$ cat config.mk
export PLATFORM = sky130hd
export DESIGN_NAME = conv_loop_sched
export DESIGN_NICKNAME = d
export VERILOG_FILES = /design/src/rtl/conv_loop_sched.sv
export SDC_FILE = /design/constraint.sdc
export NUM_CORES = 1
export LEC_CHECK = 0
export CORE_MARGIN = 2
export CORE_UTILIZATION = 54
export DETAILED_ROUTE_END_ITERATION = 8
export HOLD_SLACK_MARGIN = 0.05
export PLACE_DENSITY = 0.81
export SLEW_MARGIN = 5
export SYNTH_ARGS = -nofsm -noshare
export SYNTH_HDL_FRONTEND = slang
export SYNTH_SLANG_ARGS = --single-unit
$ cat constraint.sdc
create_clock -name clk -period 4 [get_ports clk]
set_input_delay 1 -clock clk [delete_from_list [all_inputs] [get_ports clk]]
set_output_delay 1 -clock clk [all_outputs]
set_load 0.05 [all_outputs]
$ cat src/rtl/conv_loop_sched.sv
// Three-level (row > col > ch) loop-nest scheduler emitting one index tuple per
// accepted valid/ready beat, with a one-cycle done pulse at layer completion.
module conv_loop_sched #(
  parameter int unsigned IDX_BITS = 10
) (
  input  logic                clk,
  input  logic                reset,
  input  logic                start,
  input  logic                abort,
  input  logic [IDX_BITS-1:0] cfg_rows,
  input  logic [IDX_BITS-1:0] cfg_cols,
  input  logic [IDX_BITS-1:0] cfg_chs,
  output logic                out_valid,
  input  logic                out_ready,
  output logic [IDX_BITS-1:0] row_idx,
  output logic [IDX_BITS-1:0] col_idx,
  output logic [IDX_BITS-1:0] ch_idx,
  output logic                ch_first,
  output logic                ch_last,
  output logic                tuple_last,
  output logic                busy,
  output logic                done
);

  typedef enum logic [1:0] {IDLE, RUN, DONE} state_t;

  localparam logic [IDX_BITS-1:0] ONE = IDX_BITS'(1);

  state_t              state, state_nxt;
  logic [IDX_BITS-1:0] rows_q, cols_q, chs_q;
  logic                beat, launch, any_zero;
  logic                row_wrap, col_wrap, ch_wrap;
  logic                row_last, col_last;

  // Wrap uses >= so an index can never run past bound-1; flags use exact match.
  always_comb begin
    beat     = (state == RUN) && out_ready;
    launch   = (state == IDLE) && start && !abort;
    any_zero = (cfg_rows == '0) || (cfg_cols == '0) || (cfg_chs == '0);
    row_wrap = row_idx >= (rows_q - ONE);
    col_wrap = col_idx >= (cols_q - ONE);
    ch_wrap  = ch_idx  >= (chs_q  - ONE);
    row_last = row_idx == (rows_q - ONE);
    col_last = col_idx == (cols_q - ONE);
  end

  always_ff @(posedge clk or posedge reset) begin
    if (reset) state <= IDLE;
    else       state <= state_nxt;
  end

  always_comb begin
    state_nxt = state;
    case (state)
      IDLE: if (launch) state_nxt = any_zero ? DONE : RUN;
      RUN: begin
        if (abort)                   state_nxt = IDLE;
        else if (beat && tuple_last) state_nxt = DONE;
      end
      DONE:    state_nxt = IDLE;
      default: state_nxt = IDLE;
    endcase
  end

  always_comb begin
    out_valid  = (state == RUN);
    busy       = (state != IDLE);
    done       = (state == DONE) && !abort;
    ch_first   = (ch_idx == '0);
    ch_last    = (ch_idx == (chs_q - ONE));
    tuple_last = row_last && col_last && ch_last;
  end

  // The final beat wraps every level at once, so indices land on 0 naturally.
  always_ff @(posedge clk or posedge reset) begin
    if (reset) begin
      rows_q  <= '0;
      cols_q  <= '0;
      chs_q   <= '0;
      row_idx <= '0;
      col_idx <= '0;
      ch_idx  <= '0;
    end else begin
      case (state)
        IDLE: begin
          if (launch) begin
            rows_q  <= cfg_rows;
            cols_q  <= cfg_cols;
            chs_q   <= cfg_chs;
            row_idx <= '0;
            col_idx <= '0;
            ch_idx  <= '0;
          end
        end
        RUN: begin
          if (abort) begin
            row_idx <= '0;
            col_idx <= '0;
            ch_idx  <= '0;
          end else if (beat) begin
            if (ch_wrap) begin
              ch_idx <= '0;
              if (col_wrap) begin
                col_idx <= '0;
                row_idx <= row_wrap ? '0 : row_idx + ONE;
              end else begin
                col_idx <= col_idx + ONE;
              end
            end else begin
              ch_idx <= ch_idx + ONE;
            end
          end
        end
        default: begin
          row_idx <= '0;
          col_idx <= '0;
          ch_idx  <= '0;
        end
      endcase
    end
  end

endmodule
# After elaboration in Yosys (flattened, before gate mapping)
# Index checks and enable logic that the tools add are counted.
# word_totals
regBits	62
inputBits	35
elab_cells	68
# classes
add_sub_neg	6
order_cmp	3
eq_ne	10
muxes	21
reduce_logical	21
# ops
cell	count
two-way mux 10 bit	13
one-hot mux 10 bit (2 select lines)	3
zero test 10 bit	4
adder 10 x 1 -> 10 bit, second input constant	3
== test 10 bit	3
>= comparator 10 bit	3
subtractor 10 x 1 -> 10 bit, second input constant	3
!= test 3 x 2 -> 1 bit, second input constant	4
two-way mux 2 bit	4
logical AND 1 bit	7
AND reduction 2 bit	3
one-hot mux 2 bit (2 select lines)	1
AND reduction 4 bit	1
AND reduction 3 bit	1
== test 2 x 1 -> 1 bit, second input constant	1
== test 2 bit, second input constant	1
zero test 2 bit	1
logical OR 1 bit	2
!= test 2 bit, second input constant	1
nonzero test 2 bit	1
zero test 1 bit	1

# Depth between registers and ports, before layout
# Gate-level depths: netlist (run 1).
# depth
ltp_word	8
ltp_mapped	13

# Worst setup path after synthesis (run 1)
# OpenSTA, ideal clock, no wires.
# synth_path
path_type	reg2out
from	register cols_q[2]
to	output tuple_last
arrival_time_ns	3.017
slack_ns	-0.017
path_stages_with_launch	9
n_path_buf	0
cell_sequence	dfrtp_1 -> or4_1 -> or3_1 -> nor4_1 -> xnor2_1 -> ha_1 -> nand4_1 -> or3_1 -> and3b_1
# synth_between
elab_chain_cells	4
# synth_lines
item	line	rtl
from (decl)	30	logic [IDX_BITS-1:0] rows_q, cols_q, chs_q;
from (signal assigned)	88	cols_q <= cfg_cols;
subtractor 10 x 1 -> 10 bit	44	col_last = col_idx == (cols_q - ONE);
== test 10 bit	44	
logical AND 1 bit (2 in series)	71	tuple_last = row_last && col_last && ch_last;
to (decl)	20	output logic tuple_last,
# Every way passes these cells.

# Worst setup path in the final report (run 1)
# layout_path
from	register cols_q[3]
to	output tuple_last
# Same word-level chain as after synthesis.

==> flow_metrics.py, run 1 <==
metrics = {
    "status": {
        "status": "complete, but fails checks",
        "violations": "setup timing",
    },
    "routing": {
        "drc_errors": 0,
        "drt_pass1_iterations": 4,
        "drt_wl_total_um": 10600,
        "vias_per_cell": 5.97,
        "drtIter0Drc": 193,
        "num_vias": 3729,
        "antenna_left": 0,
        "wl_per_cell_um": 17.0,
    },
    "synth": {
        "syn-num-nets": 496,
        "async_reset_ff_share_pct": 100,
        "synth_largest_area_cell": "dfrtp_1",
        "synth_cell_types": 54,
        "yosys_register_bits": 62,
        "synthTopCellsByArea": "dfrtp_1 (38%), ha_1 (11%), mux2_2 (6.6%)",
        "synth_top_area_share_pct": 38.1,
        "syn_area_um2": 4080,
        "synth_edf_count": 0,
        "netlist_instances": 424,
        "syn_avg_cell_area_um2": 9.61,
        "yosysWarnings": 0,
        "ys_seq_area_share_pct": 38.1,
        "synth_top_flop_cell": "dfrtp_1",
    },
    "clock_tree": {
        "h-tree-depth": 3,
        "cts-buffers-inserted": 9,
        "ctsRootBufferMaster": "clkbuf_8",
        "cts.clk_slew.worst_paths_ns": 0.07,
        "clkSinkCount": 62,
        "cts_tree": "yes",
        "insertion_delay_ns": 0.35,
        "clock_path_buffers": 2,
    },
    "sta": {
        "setup_violations": 1,
        "fmax_ghz": 0.239,
        "worst_slew_pin_slew_ns": 0.596,
        "period_minus_slack_ns": 4.18,
        "maxSlewHeadroom_pct": 59.9,
        "fin_hold_ws_ns": 0.552,
        "drv_slew": 0,
        "layout_setup_ws_ns": -0.176,
        "finalClockSkew_ns": 0.0132,
        "rsz0062_at_grt": "yes",
        "hold_violations": 0,
        "period_share_pct": 104,
    },
    "placement": {
        "place.gp.congestion": 0.879,
        "io_buffers": 70,
        "pre_cts_ws_ns": -0.00669,
        "hpwl_um": 7360,
    },
    "pwr": {
        "total_power_uw": 2130,
        "ir_drop_uv": 250,
        "p_leak_uw": 0.00226,
        "power.density_nw_per_um2": 393,
    },
    "global_routing": {
        "grt_pass1_wl_um": 17500,
        "antenna_found_initial": 0,
        "track_usage_pct": 26.2,
        "grt_max_degree": 40,
        "overflow": 0,
        "grt_pass1_vias": 3805,
    },
    "layout": {
        "fillers": 517,
        "drive_gt1_share_pct": 17.5,
        "final_nets": 593,
        "n_antenna_cell": 0,
        "utilization_pct": 74.2,
        "areaGrowthSynthToFinish_pct": 32.8,
    },
    "floorplanning": {
        "die-area_um2": 8260,
        "fp.dieH_um": 90.9,
        "top_level_ports": 71,
        "coreArea_um2": 7290,
        "start_util_pct": 55.9,
        "row_count": 31,
        "dieWidth_um": 90.9,
    },
    "critical_path": {
        "cpPeakStageDelay_ns": 0.53,
        "cp_slowest_cell": "or4_4",
        "crit_type": "register to output port",
        "path_cells": "or4_4 -> or3_4 -> nor4_4 -> xnor2_1 -> ha_1 -> nand4_1 -> or3_4 -> and3b_2 -> buf_12",
        "end_kind": "output port",
        "crit_fanout": 3,
        "cp-start-kind": "register",
        "path_common_cell": "or3_4",
        "cp_data_required_time_ns": 3.00,
        "arrival_ns": 3.18,
    },
    "run": {
        "max_cap_violations": 0,
    },
    "hold_path": {
        "hold_path.class": "register to register",
    },
}
-- cell usage after synthesis (7+ instances only) --
master,count
a21oi_1,17
and3_1,8
dfrtp_1,62
ha_1,37
inv_1,26
mux2_2,24
nand2_1,30
nand2b_1,14
nand3_1,17
nand4_1,9
nor2_1,27
nor3_1,13
nor4_1,11
o21ai_0,14
o21ai_1,17
or4_1,7
xnor2_1,20
xor2_1,9
-- logic make-up after synthesis --
logic type / after synthesis / synth area share (%)
mux: 25 / 6.88
fa+ha+maj: 37 / 11.4
flops: 62 / 38.1
buf+inv: 34 / 3.35
compound gates: 80 / 13.7
xor+xnor: 29 / 6.23
simple gates: 157 / 20.4
-- path summary, 6_finish.rpt --
check / from / end / slack (ns) / depth (start not counted)
worst max-delay path: cols_q[3]$_DFFE_PP0P_ / tuple_last / -0.18 / 9
worst min-delay path: rows_q[9]$_DFFE_PP0P_ / rows_q[9]$_DFFE_PP0P_ / 0.55 / 1
worst max register to register: cols_q[3]$_DFFE_PP0P_ / col_idx[8]$_DFFE_PP0P_ / 0.25 / 17
worst min register to register: rows_q[9]$_DFFE_PP0P_ / rows_q[9]$_DFFE_PP0P_ / 0.55 / 1
max in group asynchronous: reset / rows_q[3]$_DFFE_PP0P_ / 2.11 / 3
min in group asynchronous: reset / row_idx[3]$_DFFE_PP0P_ / 1.00 / 2
-- cell usage in the layout, fill, tap and decap left out, types with 2 or more instances in the layout --
| master | n |
|---|---|
| buf_4 | 20 |
| and3_1 | 8 |
| xnor2_1 | 20 |
| o31ai_1 | 2 |
| clkbuf_8 | 10 |
| nor2_2 | 3 |
| nand2b_1 | 14 |
| nor2b_1 | 2 |
| nand2_1 | 30 |
| a31oi_1 | 2 |
| o22ai_1 | 5 |
| a211oi_1 | 2 |
| nor3_1 | 12 |
| o31ai_2 | 3 |
| bufinv_16 | 3 |
| xor2_1 | 9 |
| nor4_1 | 10 |
| o21ai_1 | 18 |
| nand3_1 | 17 |
| o21ai_0 | 13 |
| or3_4 | 2 |
| or3_1 | 3 |
| dfrtp_1 | 62 |
| mux2_2 | 24 |
| clkdlybuf4s50_1 | 68 |
| or4_1 | 6 |
| ha_1 | 37 |
| buf_12 | 3 |
| nor4b_1 | 2 |
| a21o_1 | 4 |
| a21oi_1 | 16 |
| and4_1 | 2 |
| nand4_1 | 9 |
| nor2_1 | 25 |
| inv_1 | 25 |
| nor3b_1 | 2 |
| o211ai_4 | 2 |
-- routing by layer --
layer  track usage, %  wire length [µm]  vias to the layer above
li1                 -                 -                     1740
met3             4.67               560                       34
met4             12.2               346                        0
met2             44.0              5200                      135
met1             32.7              4530                     1820
met5                0                 0                        -
-- sequential cells by signal (all words and copies together) (netlist names) --
signal / flops
ch_idx: 10
chs_q: 10
col_idx: 10
cols_q: 10
row_idx: 10
rows_q: 10
state: 2
-- stage by stage --
stage / instances / setup TNS (ns) / cell area (µm²)
global route: 625 / -0.282 / 5410
CTS: 622 / -2.70 / 5320
global placement: 594 / 0 / 4950
finish: 625 / -0.176 / 5410
floorplan: 424 / 0 / 4080
detailed placement: 594 / -0.00669 / 4950
-- area by class of cell --
type	count	area [µm²]	share of cell area, %
clock buffers	11	141	2.61
inverters	26	97.6	1.80
multi-input cells	329	2480	45.9
repair buffers	93	907	16.8
well taps	99	124	2.29
flip-flops and latches	62	1550	28.7
clock inverters	5	106	1.96
-- power breakdown --
part           internal (µW)  switching, µW  leakage, µW
Sequential               700           91.7     0.000800
Combinational            306            339      0.00134
Clock                    432            257     0.000120
Total                   1440            688      0.00226
-- timing repair --
item,4_1_cts,5_1_grt
gates cloned,0,2
resized for setup,6,10
endpoints found under the setup margin,1,22
buffers inserted,12,6
hold buffers,0,0
pin swaps,4,12
-- worst max-delay path, delay by kind of cell, from the launching register on --
family                   cells  cell delay (ns)
buffers and inverters        1             0.14
AND/OR/NAND/NOR              6             1.88
adder cells (fa/ha/maj)      1             0.31
XOR/XNOR                     1             0.11
flip-flops                   1             0.40
Note: power is estimated with default switching activity, not from simulation.
==> run 2: changes to the inputs <==
- PLACE_DENSITY: 0.81 -> 0.9
- SLEW_MARGIN: 5 -> 10
==> flow_metrics.py, run 2 (synthesized netlist as in run 1, its figures left out) <==
metrics = {
    "sta": {
        "maxSlewHeadroom_pct": 58.7,
        "drv_slew": 0,
        "rsz0062_at_grt": "yes",
        "hold_violations": 0,
        "layout_setup_ws_ns": -0.229,
        "setup_total_negative_slack_ns": -0.229,
        "finalClockSkew_ns": 0.00827,
        "period_share_pct": 106,
        "fmax_ghz": 0.236,
        "worst_slew_pin_slew_ns": 0.614,
        "period_minus_slack_ns": 4.23,
        "setup_violations": 1,
    },
    "global_routing": {
        "grt_max_degree": 40,
        "grt_pass1_wl_um": 18800,
        "grt_pass1_vias": 3893,
        "track_usage_pct": 28.7,
        "antenna_found_initial": 0,
        "overflow": 0,
    },
    "floorplanning": {
        "top_level_ports": 71,
        "start_util_pct": 55.9,
        "dieWidth_um": 90.9,
        "fp.dieH_um": 90.9,
        "die-area_um2": 8260,
        "coreArea_um2": 7290,
        "row_count": 31,
    },
    "layout": {
        "mostFrequentLayoutCell": "clkdlybuf4s50_1",
        "final_nets": 592,
        "drive_gt1_share_pct": 17.7,
        "n_antenna_cell": 0,
        "areaGrowthSynthToFinish_pct": 31.3,
        "fillers": 506,
        "layout_common_cells": "clkdlybuf4s50_1 (67), dfrtp_1 (62), ha_1 (37), nand2_1 (30), nor2_1 (26)",
    },
    "critical_path": {
        "path_cells": "or4_4 -> or3_4 -> buf_4 -> nor2_1 -> xnor2_1 -> ha_1 -> nand4_1 -> or3_4 -> and3b_2 -> buf_12",
        "cp_slowest_cell": "or4_4",
        "end_kind": "output port",
        "cp-start-kind": "register",
        "arrival_ns": 3.23,
        "cp_data_required_time_ns": 3.00,
        "crit_fanout": 2,
        "crit_type": "register to output port",
        "cpPeakStageDelay_ns": 0.55,
        "path_common_cell": "or3_4",
    },
    "placement": {
        "pre_cts_ws_ns": -0.104,
        "hpwl_um": 7690,
        "io_buffers": 70,
        "place.gp.congestion": 0.897,
    },
    "clock_tree": {
        "clkSinkCount": 62,
        "insertion_delay_ns": 0.35,
        "h-tree-depth": 3,
        "clock_path_buffers": 2,
        "cts.clk_slew.worst_paths_ns": 0.07,
        "cts_tree": "yes",
        "ctsRootBufferMaster": "clkbuf_8",
        "cts-buffers-inserted": 9,
    },
    "routing": {
        "wl_per_cell_um": 18.5,
        "drt_pass1_iterations": 5,
        "drc_errors": 0,
        "vias_per_cell": 6.11,
        "drt_wl_total_um": 11500,
        "num_vias": 3814,
        "antenna_left": 0,
        "drtIter0Drc": 259,
    },
    "pwr": {
        "power.density_nw_per_um2": 380,
        "ir_drop_uv": 239,
        "p_leak_uw": 0.00224,
    },
    "status": {
        "violations": "setup timing",
        "status": "complete, but fails checks",
    },
    "run": {
        "max_cap_violations": 0,
    },
    "hold_path": {
        "hold_path.class": "register to register",
    },
}
==> run 2: final timing paths <==
path / start / slack, ns / end / cells after the start
setup reg to reg: cols_q[3]$_DFFE_PP0P_ / 0.14 / col_idx[9]$_DFFE_PP0P_ / 18
hold / removal: chs_q[9]$_DFFE_PP0P_ / 0.54 / chs_q[9]$_DFFE_PP0P_ / 1
min in group asynchronous: reset / 1.00 / col_idx[4]$_DFFE_PP0P_ / 2
setup / recovery: cols_q[3]$_DFFE_PP0P_ / -0.23 / tuple_last / 10
hold reg to reg: chs_q[9]$_DFFE_PP0P_ / 0.54 / chs_q[9]$_DFFE_PP0P_ / 1
max in group asynchronous: reset / 2.12 / cols_q[2]$_DFFE_PP0P_ / 3
==> run 2: worst max-delay path, delay by kind of cell, from the launching register on <==
kind          cells  cell delay, ns
simple gates      6            1.82
flops             1            0.39
fa+ha+maj         1            0.31
buf+inv           2            0.28
xor+xnor          1            0.09
==> run 2: stage by stage <==
stage / hold WS (ns) / cell area [µm²] / util, % / instances / power, µW
2_1_floorplan: 0.501 / 4080 / - / 424 / 1180
3_3_place_gp: 0.523 / 4950 / 67.9 / 594 / 1330
3_5_place_dp: 0.516 / 4950 / 67.9 / 594 / 1370
4_1_cts: 0.533 / 5330 / 73.0 / 625 / 1990
5_1_grt: 0.560 / 5350 / 73.4 / 624 / 2130
6_report: 0.535 / 5350 / 73.4 / 624 / 2030
==> run 2: timing repair <==
item | in CTS | in global routing
gates cloned | 0 | 1
setup endpoints to repair | 1 | 22
pin swaps | 7 | 11
buffers inserted | 15 | 1
hold buffers | 0 | 0
gates resized for setup | 9 | 5
==> run 2: metal layers <==
metal  GRT usage (%)  part of all wire, %  vias to the layer above
met1            33.9                   39                     1841
met4            13.9                  3.7                        0
met3            7.93                  7.3                       42
met5               0                    0                        -
li1                -                    -                     1734
met2            48.2                   50                      197
==> run 2: power breakdown <==
group	total (µW)	switching, µW	leakage, µW	internal [µW]
logic	654	351	0.00134	303
clock network	580	260	0.0000976	320
registers	796	95.7	0.000800	700
==> run 2: final cells by class <==
type	count	area, µm²	share of cell area, %
multi-input cells	329	2480	46.4
flip-flops and latches	62	1550	29.0
repair buffers	92	887	16.6
clock buffers	11	151	2.83
well taps	99	124	2.32
inverters	26	97.6	1.82
clock inverters	5	57.6	1.08
==> run 3: changes to the inputs <==
- GPL_ROUTABILITY_DRIVEN: unset -> 0
==> results of run 3 <==
Final layout, timing and power as in run 2 (identical DEF).
